**config.mk**
```make
export PLATFORM = sky130hd
export DESIGN_NAME = stack_sequencer
export DESIGN_NICKNAME = d
export VERILOG_FILES = /design/src/rtl/stack_sequencer.sv
export SDC_FILE = /design/constraint.sdc
export NUM_CORES = 1
export LEC_CHECK = 0
export CAP_MARGIN = 20
export CELL_PAD_IN_SITES_DETAIL_PLACEMENT = 1
export CELL_PAD_IN_SITES_GLOBAL_PLACEMENT = 1
export CORE_UTILIZATION = 30
export CTS_CLUSTER_SIZE = 30
export DETAILED_ROUTE_END_ITERATION = 8
export HOLD_SLACK_MARGIN = 0.02
export PLACE_DENSITY_LB_ADDON = 0.1
export SYNTH_ARGS = -nofsm -noshare
export SYNTH_HDL_FRONTEND = slang
export SYNTH_SLANG_ARGS = --single-unit
export TNS_END_PERCENT = 5
```
**constraint.sdc**
```tcl
create_clock -name clk -period 5.96 [get_ports clk]
set_clock_uncertainty 0.1 [all_clocks]
set_input_delay 1.192 -clock clk [delete_from_list [all_inputs] [get_ports clk]]
set_output_delay 1.192 -clock clk [all_outputs]
set_load 0.01 [all_outputs]
```
**src/rtl/stack_sequencer.sv**
```systemverilog
`default_nettype none
// ============================================================================
// Module   : stack_sequencer
// Purpose  : Turns decoder stack requests into stack-pointer controls, stack
//            RAM accesses, popped data and PC redirects. Also tracks depth.
// Revision : 1.0
// ============================================================================
module stack_sequencer #(
    parameter logic [7:0] SP_INIT   = 8'hFF,
    parameter int         DEPTH_MAX = 256
) (
    input  logic       clk,
    input  logic       rst,
    input  logic       op_valid,
    input  logic [2:0] op,
    input  logic [7:0] op_data,
    input  logic [7:0] op_target,
    output logic       op_ready,
    input  logic [7:0] SP_address,
    output logic       I_SP,
    output logic       D_SP,
    output logic [7:0] R0_out,
    output logic [7:0] mem_addr,
    output logic [7:0] mem_wdata,
    output logic       mem_we,
    output logic       mem_re,
    input  logic [7:0] mem_rdata,
    output logic [7:0] pop_data,
    output logic       pop_valid,
    output logic       pc_load,
    output logic [7:0] pc_target,
    output logic [8:0] depth,
    output logic       ovf,
    output logic       unf
);

    localparam logic [2:0] c_st_init     = 3'd0;
    localparam logic [2:0] c_st_idle     = 3'd1;
    localparam logic [2:0] c_st_push     = 3'd2;
    localparam logic [2:0] c_st_pop_rd   = 3'd3;
    localparam logic [2:0] c_st_pop_wait = 3'd4;

    localparam logic [2:0] c_op_push = 3'd1;
    localparam logic [2:0] c_op_pop  = 3'd2;
    localparam logic [2:0] c_op_call = 3'd3;
    localparam logic [2:0] c_op_ret  = 3'd4;
    localparam logic [2:0] c_op_ldsp = 3'd5;

    localparam logic [8:0] c_depth_max = 9'(DEPTH_MAX);

    logic [2:0] r_state;
    logic [2:0] r_op;
    logic [7:0] r_data;
    logic [7:0] r_target;
    logic [7:0] r_pop_data;
    logic       r_pop_valid;
    logic       r_pc_load;
    logic [7:0] r_pc_target;
    logic [8:0] r_depth;
    logic       r_ovf;
    logic       r_unf;

    logic w_is_ldsp;
    logic w_is_call;
    logic w_is_ret;

    assign w_is_ldsp = (r_op == c_op_ldsp);
    assign w_is_call = (r_op == c_op_call);
    assign w_is_ret  = (r_op == c_op_ret);

    always_ff @(posedge clk) begin
        if (rst) begin
            r_state     <= c_st_init;
            r_op        <= 3'd0;
            r_data      <= 8'h00;
            r_target    <= 8'h00;
            r_pop_data  <= 8'h00;
            r_pop_valid <= 1'b0;
            r_pc_load   <= 1'b0;
            r_pc_target <= 8'h00;
            r_depth     <= 9'd0;
            r_ovf       <= 1'b0;
            r_unf       <= 1'b0;
        end else begin
            r_pop_valid <= 1'b0;
            r_pc_load   <= 1'b0;
            case (r_state)
                c_st_init: r_state <= c_st_idle;
                c_st_idle: begin
                    if (op_valid) begin
                        r_op     <= op;
                        r_data   <= op_data;
                        r_target <= op_target;
                        case (op)
                            c_op_push, c_op_call, c_op_ldsp: r_state <= c_st_push;
                            c_op_pop, c_op_ret:              r_state <= c_st_pop_rd;
                            default:                         r_state <= c_st_idle;
                        endcase
                    end
                end
                // LDSP reuses the PUSH slot as a pointer reload with no RAM write
                c_st_push: begin
                    r_state <= c_st_idle;
                    if (w_is_ldsp) begin
                        r_depth <= 9'd0;
                        r_ovf   <= 1'b0;
                        r_unf   <= 1'b0;
                    end else begin
                        if (r_depth == c_depth_max) r_ovf <= 1'b1;
                        else                        r_depth <= r_depth + 9'd1;
                        if (w_is_call) begin
                            r_pc_load   <= 1'b1;
                            r_pc_target <= r_target;
                        end
                    end
                end
                c_st_pop_rd: begin
                    r_state <= c_st_pop_wait;
                    if (r_depth == 9'd0) r_unf   <= 1'b1;
                    else                 r_depth <= r_depth - 9'd1;
                end
                c_st_pop_wait: begin
                    r_state     <= c_st_idle;
                    r_pop_data  <= mem_rdata;
                    r_pop_valid <= 1'b1;
                    if (w_is_ret) begin
                        r_pc_load   <= 1'b1;
                        r_pc_target <= mem_rdata;
                    end
                end
                default: r_state <= c_st_init;
            endcase
        end
    end

    assign op_ready  = (r_state == c_st_idle);
    assign I_SP      = (r_state == c_st_init) || (r_state == c_st_push);
    assign D_SP      = (r_state == c_st_init) || (r_state == c_st_pop_rd) ||
                       ((r_state == c_st_push) && w_is_ldsp);
    assign R0_out    = (r_state == c_st_init) ? SP_INIT : r_data;
    assign mem_addr  = SP_address;
    assign mem_wdata = r_data;
    assign mem_we    = (r_state == c_st_push) && !w_is_ldsp;
    assign mem_re    = (r_state == c_st_pop_rd);

    assign pop_data  = r_pop_data;
    assign pop_valid = r_pop_valid;
    assign pc_load   = r_pc_load;
    assign pc_target = r_pc_target;
    assign depth     = r_depth;
    assign ovf       = r_ovf;
    assign unf       = r_unf;

endmodule
`default_nettype wire
```
Word-level counts from Yosys, hierarchy flattened. Cells that the tools add are included.

Bits in registers: 51. Output and inout port bits: 58.

Add/sub/neg operators: 2. Eq/ne operators: 21. Mux-type cells: 22. Reductions and logical operators: 19.

Operator list (count): two-way mux 8 bit (4); two-way mux 9 bit (3); case mux 9 bit (2 select lines) (1); case mux 8 bit (2 select lines) (1); == test 3 x 2 -> 1 bit, second input constant (5); == test 3 bit, second input constant (5); != test 2 bit, second input constant (6); adder 9 x 1 -> 9 bit, second input constant (1); == test 9 bit, second input constant (1); logical NOT 9 bit (1); case mux 3 bit (3 select lines) (1); subtractor 9 x 1 -> 9 bit, second input constant (1); two-way mux 1 bit (8); == test 3 x 1 -> 1 bit, second input constant (2); AND reduction 3 bit (2); nonzero test 2 bit (3); OR reduction 3 bit (2); case mux 1 bit (2 select lines) (2); case mux 2 bit (2 select lines) (1); AND reduction 2 bit (2); AND reduction 4 bit (1); logical NOT 3 bit (1); logical OR 1 bit (3); two-way mux 3 bit (1); 5 further kinds (6).

Logic depth before layout (Yosys ltp).
Depth after elaboration: 5. Mapped depth: 7. Gate-level depth less buffers: 6.

Least setup slack after synthesis. OpenSTA, ideal clock, no wires.

Path type: in2out. Start: input SP_address[0]. End: output mem_addr[0]. Arrival time: 1311 ps. Data required time: 4668 ps. Path slack: 3357 ps. Stages on the path: 1. Path through: buf_4.

RTL lines: from (decl) (RTL line 19) `input logic [7:0] SP_address,`; to (decl) (RTL line 23) `output logic [7:0] mem_addr,`.

No word-level cell between the ends.

Final worst setup path.
Start: register r_state[0]. End: output mem_re.

Word-level cells in the longest chain between the ends: 1.

Ends and longest elaborated chain: from (decl) (RTL line 51) `logic [2:0] r_state;`; from (signal assigned) (RTL line 73) `r_state <= c_st_init;`; from (signal assigned) (RTL line 88) `c_st_init: r_state <= c_st_idle;`; from (signal assigned) (RTL line 95) `c_op_push, c_op_call, c_op_ldsp: r_state <= c_st_push;`; == test 3 x 2 -> 1 bit (RTL line 144) `assign mem_re = (r_state == c_st_pop_rd);`; to (decl) (RTL line 26) `output logic mem_re,`.

Every way passes these cells.

==> results.md <==
- The routed layout has roughly 2300 vias.
- Along the worst path, the maximum fanout reaches 19.
- STA classifies the critical path startpoint as a flip-flop.
- The synthesized netlist cell count is around 310.
- The largest net degree at the start of global routing is 53.
- Compared with the post-synthesis result, the final layout area differs by 35.3%.
- The region available for standard cell placement spans about 0.0078 sq mm.
- The max-cap check violation count is 0.
- The final layout contains around 410 nets.
- The leakage power total is around 1.1 nW.
- The total power density per cell area is around 210 mW/mm^2.
- The number of nets in the synthesized netlist is around 350.
- The mean post-synth cell area is 7.89 sq um.
- In this run, synthesis produced a sequential element count of about 50.
- Setup repair after global routing left no endpoint under its margin.
- Summing every instance area after synthesis gives about 0.0024 sq mm.
- Of the available clock period, the critical path in the final layout requires 0.634.
- In this run the tool buffered the top-level ports with between 70 and 80 buffer cells.
- The number of cell rows is 32.
- The critical path starts at r_state[0]$_SDFFE_PP0P_.
- The final hold slack is around 360 ps.
- Leaving out fill and tap cells, the most frequent cell in the layout is sky130_fd_sc_hd__clkdlybuf4s50_1.
- The remaining global-route overflow is 0.
- The number of distinct library cells after synthesis is 49.
- The final antenna-violating net count is 0.
- The first-pass GRT wire length is ~11000 microns.
- The die boundary width is roughly 92 microns.
- The final standard cell utilization of the core is 0.423.
- The min-delay analysis places its worst path in the category flip-flop to flip-flop.
- The count of placed standard cells in the final layout, fillers left out is ~470.
- The register cell area after layout is between 0.001 and 0.0015 sq mm.
- In the final layout, the multi-input gates occupy approximately 0.0012 sq mm.
- During I/O placement, the number of pins put on the boundary was 96.
- The worst-case IR drop observed on VDD is 96.0 uV.
- Adding up every negative setup slack in the final design gives 0 ps.
- The vertical die dimension is slightly above 90 microns.
- The count of buffers added by post-CTS timing repair for setup is 0.
- For this run, design rule violations remaining after detail routing come to 0.
- The number of CTS-inserted buffers is 5.
- The via count of the first global-routing pass is ~2200.
- For the pin with the worst max-slew slack, the measured transition is about 1000 ps.
- In the global route stage, overall resource usage came out at 0.167.
- The final count of hold timing violations is 0.
- The kind of capture point of the worst setup path is a primary output.
- The top cell types in the final layout, fill and taps aside, are sky130_fd_sc_hd__clkdlybuf4s50_1 (78), sky130_fd_sc_hd__nand2_1 (69), sky130_fd_sc_hd__dfxtp_1 (51).
- At the end of routability-driven placement, the weighted congestion stood at 0.819.
- The number of synthesized flops with an enable pin is 0.
- The number of search-and-repair iterations in the first detailed-routing pass is 4.
- Post-CTS repair changed the size of 0 cells.
- The flow ran to the end, and the final reports show no timing, DRC or antenna violations.
- The peak clock frequency supported by timing is roughly 0.26 GHz.
- At the worst endpoint, the arrival time is between 2000 and 2500 ps.
- The share of async-settable or async-resettable flops after synthesis is 0.
- Of the synthesized area, sequential elements account for 0.420.
- The initial utilization of the core area, before any placement, comes to 0.313.
- Using the TritonRoute via totals, the vias-per-cell ratio works out to between 4 and 5.
- The count of inserted antenna diode cells is 0.
- Of the cells placed in the final design, the portion with a size suffix greater than 1 is 0.0708.
- The critical path data required time is 4670 ps.
- The register clock-pin slew on the reported worst setup and hold paths is roughly 100 ps.
- The root cell of the clock tree is sky130_fd_sc_hd__clkbuf_8.
- After the first detailed-routing iteration, the DRC count stood at 76.
- CTS saw 51 sinks.
- The fill cell instance count of the final layout is roughly 970.
- Dividing the detail-routed wire length by the instance count gives between 10 and 15 microns.
- The endpoint identified for the worst register-to-register timing path is depth[5]$_SDFFE_PP0P_.
- The number of pins with negative max-slew slack in the final report is 0.
- The worst pin sits at a relative slew slack of 0.332.
- The register-to-register setup slack is about 3600 ps.
- The predominant post-synthesis flop cell is sky130_fd_sc_hd__dfxtp_1.
- The worst path needs between 3000 and 4000 ps of the cycle, external delays included.
- In this run the worst setup path terminates at mem_re.
- The count of final setup violators is 0.
- The worst register-to-register path begins at r_state[0]$_SDFFE_PP0P_.
- After detailed routing, the total wire length is 6820 microns.
- The floorplan step defined a die boundary enclosing ~0.0085 sq mm.
- The wire-length estimate of the detail-placed layout is 4840 microns.
- Counting along the longest clock path gives a buffer depth of 2.
- The worst setup path is of the flip-flop to primary output kind.
- The quantity of hold-fixing buffers added after cts is 0.
- The count of cells along the worst register-to-register path is 5.
- TritonCTS built the clock tree.
- The initial antenna violation count is 0.
- The CTS H-tree depth is 2.
- The total number of yosys warnings is 0.
- The number of instances in the placed design is approximately 460.
- The clock latency on the worst-skew pair is around 310 ps.
-- sequential cells by signal, indices dropped and copies added, names as in the netlist --
name,count
ovf,1
pop_valid,1
pc_target,8
mem_wdata,8
r_state,3
pc_load,1
r_target,8
r_op,3
depth,9
pop_data,8
unf,1
-- per-stage QoR --
step	power [W]	instance area [sq um]	worst slack, ps
5_1_grt	0.000710	3290	1940
3_3_place_gp	0.000465	3190	2600
3_5_place_dp	0.000466	3190	2530
6_report	0.000674	3290	2180
2_1_floorplan	0.000419	2430	3360
4_1_cts	0.000690	3290	2180
-- synth_stat cells (all sizes together), types with 2 or more instances --
cell type,count,area [sq um]
nand2,69,259
dfxtp,51,1020
a21oi,42,221
nor2,23,88.8
buf,14,103
clkbuf,14,52.6
a311oi,9,85.1
or2,9,56.3
o21ai,8,40.0
inv,7,26.3
nand2b,5,38.8
nor3,5,25.0
nand3,4,20.0
o32ai,4,35.0
or3,4,25.0
ha,3,37.5
nand4,3,18.8
nor4,3,33.8
xnor2,3,26.3
a211oi,2,15.0
a31oi,2,12.5
and3,2,12.5
nand3b,2,15.0
nor2b,2,12.5
nor4b,2,17.5
-- layout make-up --
type | count | share of cell area
inverter | 7 | 0.00799
clock inverter | 2 | 0.00495
clock buffer | 6 | 0.0251
sequential | 51 | 0.311
timing repair buffer | 79 | 0.239
tap | 102 | 0.0388
multi-input combinational | 222 | 0.374
-- worst max-delay path: stages (launching register included) --
cell	delay [ps]
sky130_fd_sc_hd__dfxtp_1	740
sky130_fd_sc_hd__nand3b_1	490
sky130_fd_sc_hd__inv_1	360
sky130_fd_sc_hd__clkdlybuf4s50_1	590
-- kinds of logic (layout without fill, tap and decap cells) --
family / Yosys count / after routing / synth area share
compound gates: 76 / 76 / 0.198
simple gates: 140 / 140 / 0.282
fa+ha+maj: 3 / 3 / 0.0154
buf+inv: 35 / 94 / 0.0746
flops: 51 / 51 / 0.420
xor+xnor: 3 / 3 / 0.0108
-- metal layers --
layer / wire (microns) / share of wire / up-vias / global-route usage
li1: - / - / 1175 / -
met1: 3280 / 0.48 / 1065 / 0.221
met2: 3120 / 0.46 / 59 / 0.270
met3: 350 / 0.051 / 7 / 0.0398
met4: 69 / 0.010 / 0 / 0.0443
met5: 0 / 0 / - / 0
-- where the power goes --
group | total [W] | switching (W) | internal [W]
Combinational | 0.0000980 | 0.0000445 | 0.0000535
Clock | 0.000217 | 0.000122 | 0.0000951
Sequential | 0.000359 | 0.00000989 | 0.000349
-- worst min path at each step --
stage,startpoint,to,slack (ps),cells after the start
final,pop_data[0]$_SDFFE_PP0P_,pop_data[0]$_SDFFE_PP0P_,360,2
after global routing,pop_data[4]$_SDFFE_PP0P_,pop_data[4]$_SDFFE_PP0P_,370,2
after CTS,pop_data[0]$_SDFFE_PP0P_,pop_data[0]$_SDFFE_PP0P_,360,2
after detailed placement,pop_data[0]$_SDFFE_PP0P_,pop_data[0]$_SDFFE_PP0P_,350,2
after global placement,pop_data[4]$_SDFFE_PP0P_,pop_data[4]$_SDFFE_PP0P_,340,2
after floorplan,r_target[0]$_SDFFE_PP0P_,r_target[0]$_SDFFE_PP0P_,340,2
Note: power is estimated with default switching activity, not from simulation.
